$ cat src/rtl/text_overlay.sv
// text_overlay: maps the current draw coordinate to a character and glyph row for the
// 8x8 font ROM. It returns a registered text_on pixel flag two cycles later. It also
// handles per-frame message selection, 2x glyph scaling and a frame-based blink.
module text_overlay #(
    parameter int X0           = 216,
    parameter int Y0           = 232,
    parameter int BLINK_FRAMES = 30
) (
    input  logic       clk,
    input  logic       reset,
    input  logic [9:0] drawX,
    input  logic [9:0] drawY,
    input  logic       frame_tick,
    input  logic       enable,
    input  logic       msg_sel,
    output logic [7:0] char_addr,
    output logic [2:0] row_addr,
    input  logic [7:0] bitmap,
    output logic       text_on
);

    localparam logic [10:0] X0_W      = 11'(X0);
    localparam logic [10:0] Y0_W      = 11'(Y0);
    localparam logic [7:0]  BLINK_MAX = 8'(BLINK_FRAMES - 1);
    localparam logic [7:0]  SPACE     = 8'h20;

    logic       msg_q;
    logic [7:0] blink_cnt;
    logic       visible;

    logic [10:0] len_px;
    logic        in_box;
    logic [7:0]  dx;
    logic [3:0]  dy;
    logic [3:0]  idx;
    logic [2:0]  bit_sel;
    logic [2:0]  row;

    logic        in_box_p1;
    logic [2:0]  bit_sel_p1;

    // Message ROM: one character per box slot, spaces past the end of the string.
    function automatic logic [7:0] msg_char(input logic sel, input logic [3:0] i);
        logic [7:0] c;
        c = SPACE;
        case ({sel, i})
            5'h00: c = 8'h50; // P
            5'h01: c = 8'h52; // R
            5'h02: c = 8'h45; // E
            5'h03: c = 8'h53; // S
            5'h04: c = 8'h53; // S
            5'h05: c = 8'h20;
            5'h06: c = 8'h41; // A
            5'h07: c = 8'h4E; // N
            5'h08: c = 8'h59; // Y
            5'h09: c = 8'h20;
            5'h0A: c = 8'h4B; // K
            5'h0B: c = 8'h45; // E
            5'h0C: c = 8'h59; // Y
            5'h10: c = 8'h50; // P
            5'h11: c = 8'h52; // R
            5'h12: c = 8'h45; // E
            5'h13: c = 8'h53; // S
            5'h14: c = 8'h53; // S
            5'h15: c = 8'h20;
            5'h16: c = 8'h53; // S
            5'h17: c = 8'h54; // T
            5'h18: c = 8'h41; // A
            5'h19: c = 8'h52; // R
            5'h1A: c = 8'h54; // T
            default: c = SPACE;
        endcase
        return c;
    endfunction

    // Box width in screen pixels: 16 pixels per character after 2x scaling.
    assign len_px = msg_q ? 11'd176 : 11'd208;

    // Widened compares so off-screen coordinates never wrap into the box.
    assign in_box = ({1'b0, drawX} >= X0_W) && ({1'b0, drawX} < X0_W + len_px) &&
                    ({1'b0, drawY} >= Y0_W) && ({1'b0, drawY} < Y0_W + 11'd16);

    // Only the low bits of the offsets are needed; the in_box test bounds the rest.
    assign dx      = drawX[7:0] - X0_W[7:0];
    assign dy      = drawY[3:0] - Y0_W[3:0];
    assign idx     = dx[7:4];
    assign bit_sel = dx[3:1];
    assign row     = dy[3:1];

    logic unused_bits;
    assign unused_bits = &{1'b0, dx[0], dy[0]};

    // Message selection only changes at frame start, so a frame never mixes strings.
    always_ff @(posedge clk) begin
        if (reset)
            msg_q <= 1'b0;
        else if (frame_tick)
            msg_q <= msg_sel;
    end

    // Blink timer: toggles visibility every BLINK_FRAMES frames; disabling rearms it visible.
    always_ff @(posedge clk) begin
        if (reset || !enable) begin
            blink_cnt <= 8'd0;
            visible   <= 1'b1;
        end else if (frame_tick) begin
            if (blink_cnt == BLINK_MAX) begin
                blink_cnt <= 8'd0;
                visible   <= ~visible;
            end else begin
                blink_cnt <= blink_cnt + 8'd1;
            end
        end
    end

    // ---- stage 1: font ROM address and pixel position within the glyph ----
    always_ff @(posedge clk) begin
        if (reset) begin
            char_addr  <= SPACE;
            row_addr   <= 3'd0;
            in_box_p1  <= 1'b0;
            bit_sel_p1 <= 3'd0;
        end else begin
            char_addr  <= in_box ? msg_char(msg_q, idx) : SPACE;
            row_addr   <= in_box ? row : 3'd0;
            in_box_p1  <= in_box;
            bit_sel_p1 <= bit_sel;
        end
    end

    // ---- stage 2: select the glyph bit (MSB = leftmost) and gate with blink/enable ----
    always_ff @(posedge clk) begin
        if (reset)
            text_on <= 1'b0;
        else
            text_on <= in_box_p1 & visible & enable & bitmap[3'd7 - bit_sel_p1];
    end

endmodule
$ cat config.mk
export PLATFORM = sky130hd
export DESIGN_NAME = text_overlay
export DESIGN_NICKNAME = d
export VERILOG_FILES = /design/src/rtl/text_overlay.sv
export SDC_FILE = /design/constraint.sdc
export NUM_CORES = 1
export LEC_CHECK = 0
export CAP_MARGIN = 20
export CORE_MARGIN = 10
export CORE_UTILIZATION = 49
export CTS_CLUSTER_SIZE = 24
export DETAILED_ROUTE_END_ITERATION = 10
export PLACE_DENSITY = 0.85
export SLEW_MARGIN = 20
export SYNTH_ARGS = -nofsm -noshare
export SYNTH_HDL_FRONTEND = slang
export SYNTH_SLANG_ARGS = --single-unit
$ cat constraint.sdc
create_clock -name clk -period 6.8 [get_ports clk]
set_input_delay 1.7 -clock clk [delete_from_list [all_inputs] [get_ports clk]]
set_output_delay 1.7 -clock clk [all_outputs]
set_load 0.02 [all_outputs]
==> Implementation_results.wiki, run 1 <==
{| class="wikitable"
! Metric !! Value
|-
| Count of different cell masters after synthesis || 42
|-
| Worst path cell trace || clkdlybuf4s50_1 -> ha_1 -> xnor2_1 -> inv_1 -> ha_1 -> mux2_4 -> o211ai_1 -> and3_1
|-
| Final count of pins violating max slew || 0
|-
| Drt drc || 0
|-
| Worst hold endpoint || text_on
|-
| Die Area || 0.00529 mm^2
|-
| Total detailed-routing wirelength || 3190 um
|-
| Via count || 1152
|-
| Post_cts resized || 0
|-
| Overall die height || 72.8 um
|-
| Synthesis warning total || 0
|-
| Power per cell area || 157 mW/mm^2
|-
| Via count of the first global-routing pass || 1196
|-
| Arrival time reported for the critical path endpoint || 4.17 ns
|-
| Post-synth net total || 182
|-
| Startpoint of the most critical hold path || in_box_p1
|-
| Hold Slack || 0.475 ns
|-
| Classification of the worst-slack hold path || flip-flop to flip-flop
|-
| Core utilization of the finished layout || 67.3%
|-
| Crit share post-route || 57.7%
|-
| Category of the critical setup timing path || input port to flip-flop
|-
| Endpoint required time on the critical path || 7.05 ns
|-
| Slew Limit Headroom || 49.8%
|-
| Overall power of the completed layout || 0.286 mW
|-
| Clock root buffer || clkbuf_4
|-
| Global Route Usage Sum || 11.9%
|-
| Width of the chip || 72.8 um
|-
| Post-CTS clock slew at the launch and capture registers of the worst setup and hold paths || 0.13 ns
|-
| Fin Setup TNS || 0 ns
|-
| Post-CTS setup-driven buffer insertion count || 0
|-
| Cell with the biggest individual delay on the critical path || xnor2_1
|-
| Synth Flop Type || dfxtp_1
|-
| Worst r2r src || msg_q
|-
| Routability cong. || 0.817
|-
| Count of input and output buffers || 41
|-
| Vias/cell || 5.46
|-
| Crit path max fanout || 9
|-
| Effective utilization at floorplan || 50.3%
|-
| Register-to-register path setup slack || 4.64 ns
|-
| Endpoint of the lowest-slack register-to-register path || char_addr[2]
|-
| R2R cell count || 6
|-
| Maximum clock frequency || 255 MHz
|-
| Outcome || finished clean
|-
| Initial drt markers || 63
|-
| Largest net degree at the start of global routing || 14
|-
| Cell area after layout || 0.00182 mm^2
|-
| Element type at the critical path end || flip-flop
|-
| Layout cell share with drive strength beyond 1 || 7.78%
|-
| Number of stages on the worst hold path || 2
|-
| Clock sink count || 25
|-
| TritonRoute pass-1 iters || 4
|-
| Category of cells accounting for the largest share of critical-path delay || buffers and inverters
|-
| Post-Syn Area || 0.00136 mm^2
|-
| Leakage power total || 0.687 nW
|-
| Number of max-cap violations || 0
|-
| Layout Area Growth over Synthesis || 33.7%
|-
| Leading cell types in the layout, fill and taps excluded || clkdlybuf4s50_1, dfxtp_1, nor2_1
|-
| Final critical delay including setup and external delays || 3.92 ns
|-
| Number of buffers created by CTS || 3
|-
| Cell area reported after detailed placement || 0.00180 mm^2
|-
| Cell count after synthesis || 138
|-
| Count of state elements after synthesis || 25
|-
| Sequential element share of the synthesized area || 36.7%
|-
| Critical path buffer and inverter count || 2
|-
| Post-layout net count || 225
|-
| Number of enable flip-flop cells after synthesis || 0
|-
| Unrepaired setup endpoints after global routing || no
|-
| Count of hold-fix buffers inserted at cts || 0
|-
| Slew at the pin closest to its max-slew limit || 0.747 ns
|-
| FP Rows || 19
|-
| Antenna violation net count after detailed routing || 0
|-
| Global route overflow || 0
|-
| Final hold violation count || 0
|-
| Antenna diode count || 0
|-
| Critical path startpoint category || input port
|-
| Clock insertion delay at the later pin of the skew report || 0.31 ns
|-
| Delay of the slowest cell on the worst path || 0.61 ns
|-
| CTS tree || built
|-
| Number of H-tree levels || 1
|-
| I/O Pins || 45
|-
| Detailed placement HPWL || 2590 um
|-
| Number of antenna violations at the first check in global routing || 0
|-
| Peak VDD IR || 0.125 mV
|-
| Most common cell after layout, fill and taps aside || clkdlybuf4s50_1
|-
| Crit path top cell by count || ha_1
|-
| Area of the core region || 0.00271 mm^2
|-
| Synth Area per Inst || 9.88 um^2
|-
| Wire length of the first global-routing pass || 5240 um
|-
| Setup-violating endpoint count in the final report || 0
|-
| Worst Clk Skew || 0.0140 ns
|-
| Average wire per cell in the routed design || 15.1 um
|-
| Async SR Flop Fraction || 0%
|-
| CTS Buffer Depth || 2
|}
[stage by stage]
stage | std cells | worst slack, ns
after floorplan | 138 | 3.45
after global placement | 207 | 2.72
after detailed placement | 207 | 2.60
after CTS | 211 | 2.91
after global routing | 211 | 2.68
final | 211 | 2.88
[worst register-to-register path: stages (launching register included)]
cell      delay [ns]
dfxtp_1         0.63
ha_1            0.33
o21a_1          0.10
o31ai_1         0.19
a21oi_1         0.14
nor3_2          0.43
a21boi_0        0.25
[worst max path at each step]
| stage | start | to | slack, ns | depth (start not counted) |
|---|---|---|---|---|
| after global routing | drawX[3] | char_addr[4] | 2.68 | 8 |
| after global placement | drawX[3] | char_addr[4] | 2.72 | 8 |
| final | drawX[3] | char_addr[4] | 2.88 | 8 |
| after floorplan | drawX[3] | char_addr[4] | 3.45 | 7 |
| after CTS | drawX[3] | char_addr[4] | 2.91 | 8 |
| after detailed placement | drawX[3] | char_addr[4] | 2.60 | 8 |
[synth_stat cells, types with 2 or more instances]
library cell / instances / area share [%]
xnor2_1: 6 / 3.9
nor3_1: 3 / 1.1
a21oi_1: 7 / 2.6
nor2b_1: 3 / 1.4
xor2_1: 7 / 4.5
nand3_1: 6 / 2.2
nor4b_1: 2 / 1.3
a31oi_1: 2 / 0.92
inv_1: 4 / 1.1
mux2i_1: 4 / 2.9
o21a_1: 3 / 1.7
nand4_1: 3 / 1.4
and3_1: 2 / 0.92
o21ai_0: 4 / 1.5
dfxtp_1: 25 / 37
ha_1: 11 / 10
nand2_1: 6 / 1.7
and2_2: 2 / 1.1
mux4_2: 2 / 3.3
o211ai_1: 3 / 1.7
nor2_1: 12 / 3.3
[metal layers]
metal	share of wire (%)	routed length [um]	vias to the layer above	track usage (%)
li1	-	-	578	-
met1	46	1460	523	14.6
met2	44	1390	47	19.2
met3	9.1	290	4	3.95
met4	1.3	41	0	3.80
met5	0	0	-	0
[logic make-up (layout without fill, tap and decap cells)]
logic type | count (synthesis) | count (layout) | share of synthesized area, %
compound gates | 27 | 27 | 14.0
xor+xnor | 15 | 15 | 11.6
fa+ha+maj | 11 | 11 | 10.1
buf+inv | 7 | 49 | 2.29
flops | 25 | 25 | 36.7
mux | 7 | 7 | 7.34
other cells | 1 | 1 | 0.275
simple gates | 45 | 45 | 17.7
[flip-flops by register name, summed over array words and instances, names as in the netlist]
register,flops
bit_sel_p1,3
blink_cnt,8
char_addr,7
in_box_p1,1
msg_q,1
row_addr,3
text_on,1
visible,1
[cell type report]
type	instances	area, um^2
sequential	25	500
inverter	4	15.0
fill	222	887
clock buffer	4	26.3
timing repair buffer	41	410
tap	31	38.8
multi-input combinational	106	832
[power by group]
| part | switching, mW | internal (mW) | leakage, nW | total [mW] |
|---|---|---|---|---|
| combinational | 0.0346 | 0.0373 | 0.469 | 0.0719 |
| clock | 0.0403 | 0.0229 | 0.0150 | 0.0632 |
| sequential | 0.00292 | 0.148 | 0.203 | 0.151 |
| total | 0.0779 | 0.209 | 0.687 | 0.286 |
Note: power is estimated with default switching activity, not from simulation.
==> run 2: changes to the inputs <==
Settings changed: CORE_UTILIZATION 49 to 45, PLACE_DENSITY 0.85 to 0.79.
Clock period 6.8 ns to 3.8 ns, I/O delays scaled along.
==> Implementation_results.wiki, run 2 (synthesis results as in run 1) <==
{| class="wikitable"
! Metric !! Value
|-
| Outcome || finished clean
|-
| Layout Area Growth over Synthesis || 33.7%
|-
| Global route overflow || 0
|-
| Effective utilization at floorplan || 48.2%
|-
| Slew at the pin closest to its max-slew limit || 0.761 ns
|-
| Number of filler instances in the final layout || 239
|-
| Maximum clock frequency || 316 MHz
|-
| Hold Slack || 0.466 ns
|-
| FP Rows || 19
|-
| Width of the chip || 75.1 um
|-
| Count of input and output buffers || 41
|-
| Wire length of the first global-routing pass || 5240 um
|-
| Leading cell types in the layout, fill and taps excluded || clkdlybuf4s50_1, dfxtp_1, nor2_1
|-
| Endpoint required time on the critical path || 4.05 ns
|-
| Final count of pins violating max slew || 0
|-
| Element type at the critical path end || flip-flop
|-
| Clock sink count || 25
|-
| Slew Limit Headroom || 48.9%
|-
| Uppermost signal routing layer after detailed routing || met4
|-
| Detailed placement HPWL || 2660 um
|-
| Number of H-tree levels || 1
|-
| Overall power of the completed layout || 0.510 mW
|-
| Overall die height || 75.1 um
|-
| Most common cell after layout, fill and taps aside || clkdlybuf4s50_1
|-
| Global Route Usage Sum || 11.6%
|-
| Most flop-heavy register || blink_cnt
|-
| Biggest registers after layout || blink_cnt (8), char_addr (7)
|-
| Drt drc || 0
|-
| Initial drt markers || 49
|-
| Largest net degree at the start of global routing || 14
|-
| Area of the core region || 0.00283 mm^2
|-
| Routability cong. || 0.766
|-
| Total detailed-routing wirelength || 3210 um
|-
| Category of the critical setup timing path || input port to flip-flop
|-
| Count of hold-fix buffers inserted at cts || 0
|-
| Unrepaired setup endpoints after global routing || no
|-
| Layout cell share with drive strength beyond 1 || 7.78%
|-
| Via count of the first global-routing pass || 1185
|-
| Average wire per cell in the routed design || 15.2 um
|-
| Clock root buffer || clkbuf_4
|-
| Post-layout net count || 225
|-
| Fin Setup TNS || 0 ns
|-
| Peak VDD IR || 0.113 mV
|-
| Core utilization of the finished layout || 64.4%
|-
| I/O Pins || 45
|-
| Number of buffers created by CTS || 3
|-
| Power per cell area || 280 mW/mm^2
|-
| Arrival time reported for the critical path endpoint || 3.42 ns
|-
| Classification of the worst-slack hold path || flip-flop to flip-flop
|-
| Leakage power total || 0.687 nW
|-
| WL met3 || 183 um
|-
| Antenna diode count || 0
|-
| CTS tree || built
|-
| Worst Clk Skew || 0.00485 ns
|-
| Post_cts resized || 0
|-
| Post-CTS setup-driven buffer insertion count || 0
|-
| CTS Buffer Depth || 2
|-
| Routed length on met1 || 1390 um
|-
| Flip-flop count of the largest register after layout || 8
|-
| Via count || 1172
|-
| Final critical delay including setup and external delays || 3.17 ns
|-
| Die Area || 0.00563 mm^2
|-
| Antenna violation net count after detailed routing || 0
|-
| Crit share post-route || 83.4%
|-
| Vias/cell || 5.55
|-
| TritonRoute pass-1 iters || 4
|-
| Crit path max fanout || 9
|-
| Post-CTS clock slew at the launch and capture registers of the worst setup and hold paths || 0.13 ns
|-
| Final hold violation count || 0
|-
| Met2 wirelength from detailed routing || 1600 um
|-
| Number of antenna violations at the first check in global routing || 0
|-
| Setup-violating endpoint count in the final report || 0
|-
| Critical path startpoint category || input port
|-
| Number of max-cap violations || 0
|-
| Clock insertion delay at the later pin of the skew report || 0.30 ns
|}
## run 2: cell counts in the layout (fill, tap and decap cells not counted)
No cell type changed its count.
## run 2: final timing paths
| kind | start | end | slack [ns] | cells past startpoint |
|---|---|---|---|---|
| max | drawX[3] | char_addr[4] | 0.63 | 8 |
| min reg2reg | in_box_p1 | text_on | 0.47 | 2 |
| max reg2reg | msg_q | char_addr[1] | 1.58 | 6 |
| min | in_box_p1 | text_on | 0.47 | 2 |
## run 2: final cells by class
cell class / instances / area [um^2] / share of cell area [%]
inverter: 4 / 15.0 / 0.824
timing repair buffer: 41 / 410 / 22.5
tap: 31 / 38.8 / 2.13
sequential: 25 / 500 / 27.5
clock buffer: 4 / 26.3 / 1.44
multi-input combinational: 106 / 832 / 45.6
## run 2: per-layer routing
metal	global-route usage [%]	vias up
li1	-	577
met1	13.0	556
met2	21.4	37
met3	1.97	2
met4	4.41	0
met5	0	-
## run 2: worst max-delay path, stage by stage
cell and delay, ns:
clkdlybuf4s50_1 0.53, ha_1 0.30, xnor2_1 0.62, inv_1 0.19
ha_1 0.27, mux2_4 0.26, o211ai_1 0.15, and3_1 0.16
## run 2: where the power goes
group | internal [mW] | total (mW) | switching, mW | leakage (nW)
Clock | 0.0409 | 0.112 | 0.0711 | 0.0150
Combinational | 0.0666 | 0.128 | 0.0614 | 0.469
Sequential | 0.266 | 0.271 | 0.00500 | 0.203
Total | 0.373 | 0.510 | 0.138 | 0.687
## run 2: stage by stage
stage	instances	cell area [um^2]	setup slack [ns]
final	211	1820	0.631
after global routing	211	1820	0.454
after CTS	211	1820	0.664
after detailed placement	207	1800	0.354
after global placement	207	1800	0.439
after floorplan	138	1360	1.20
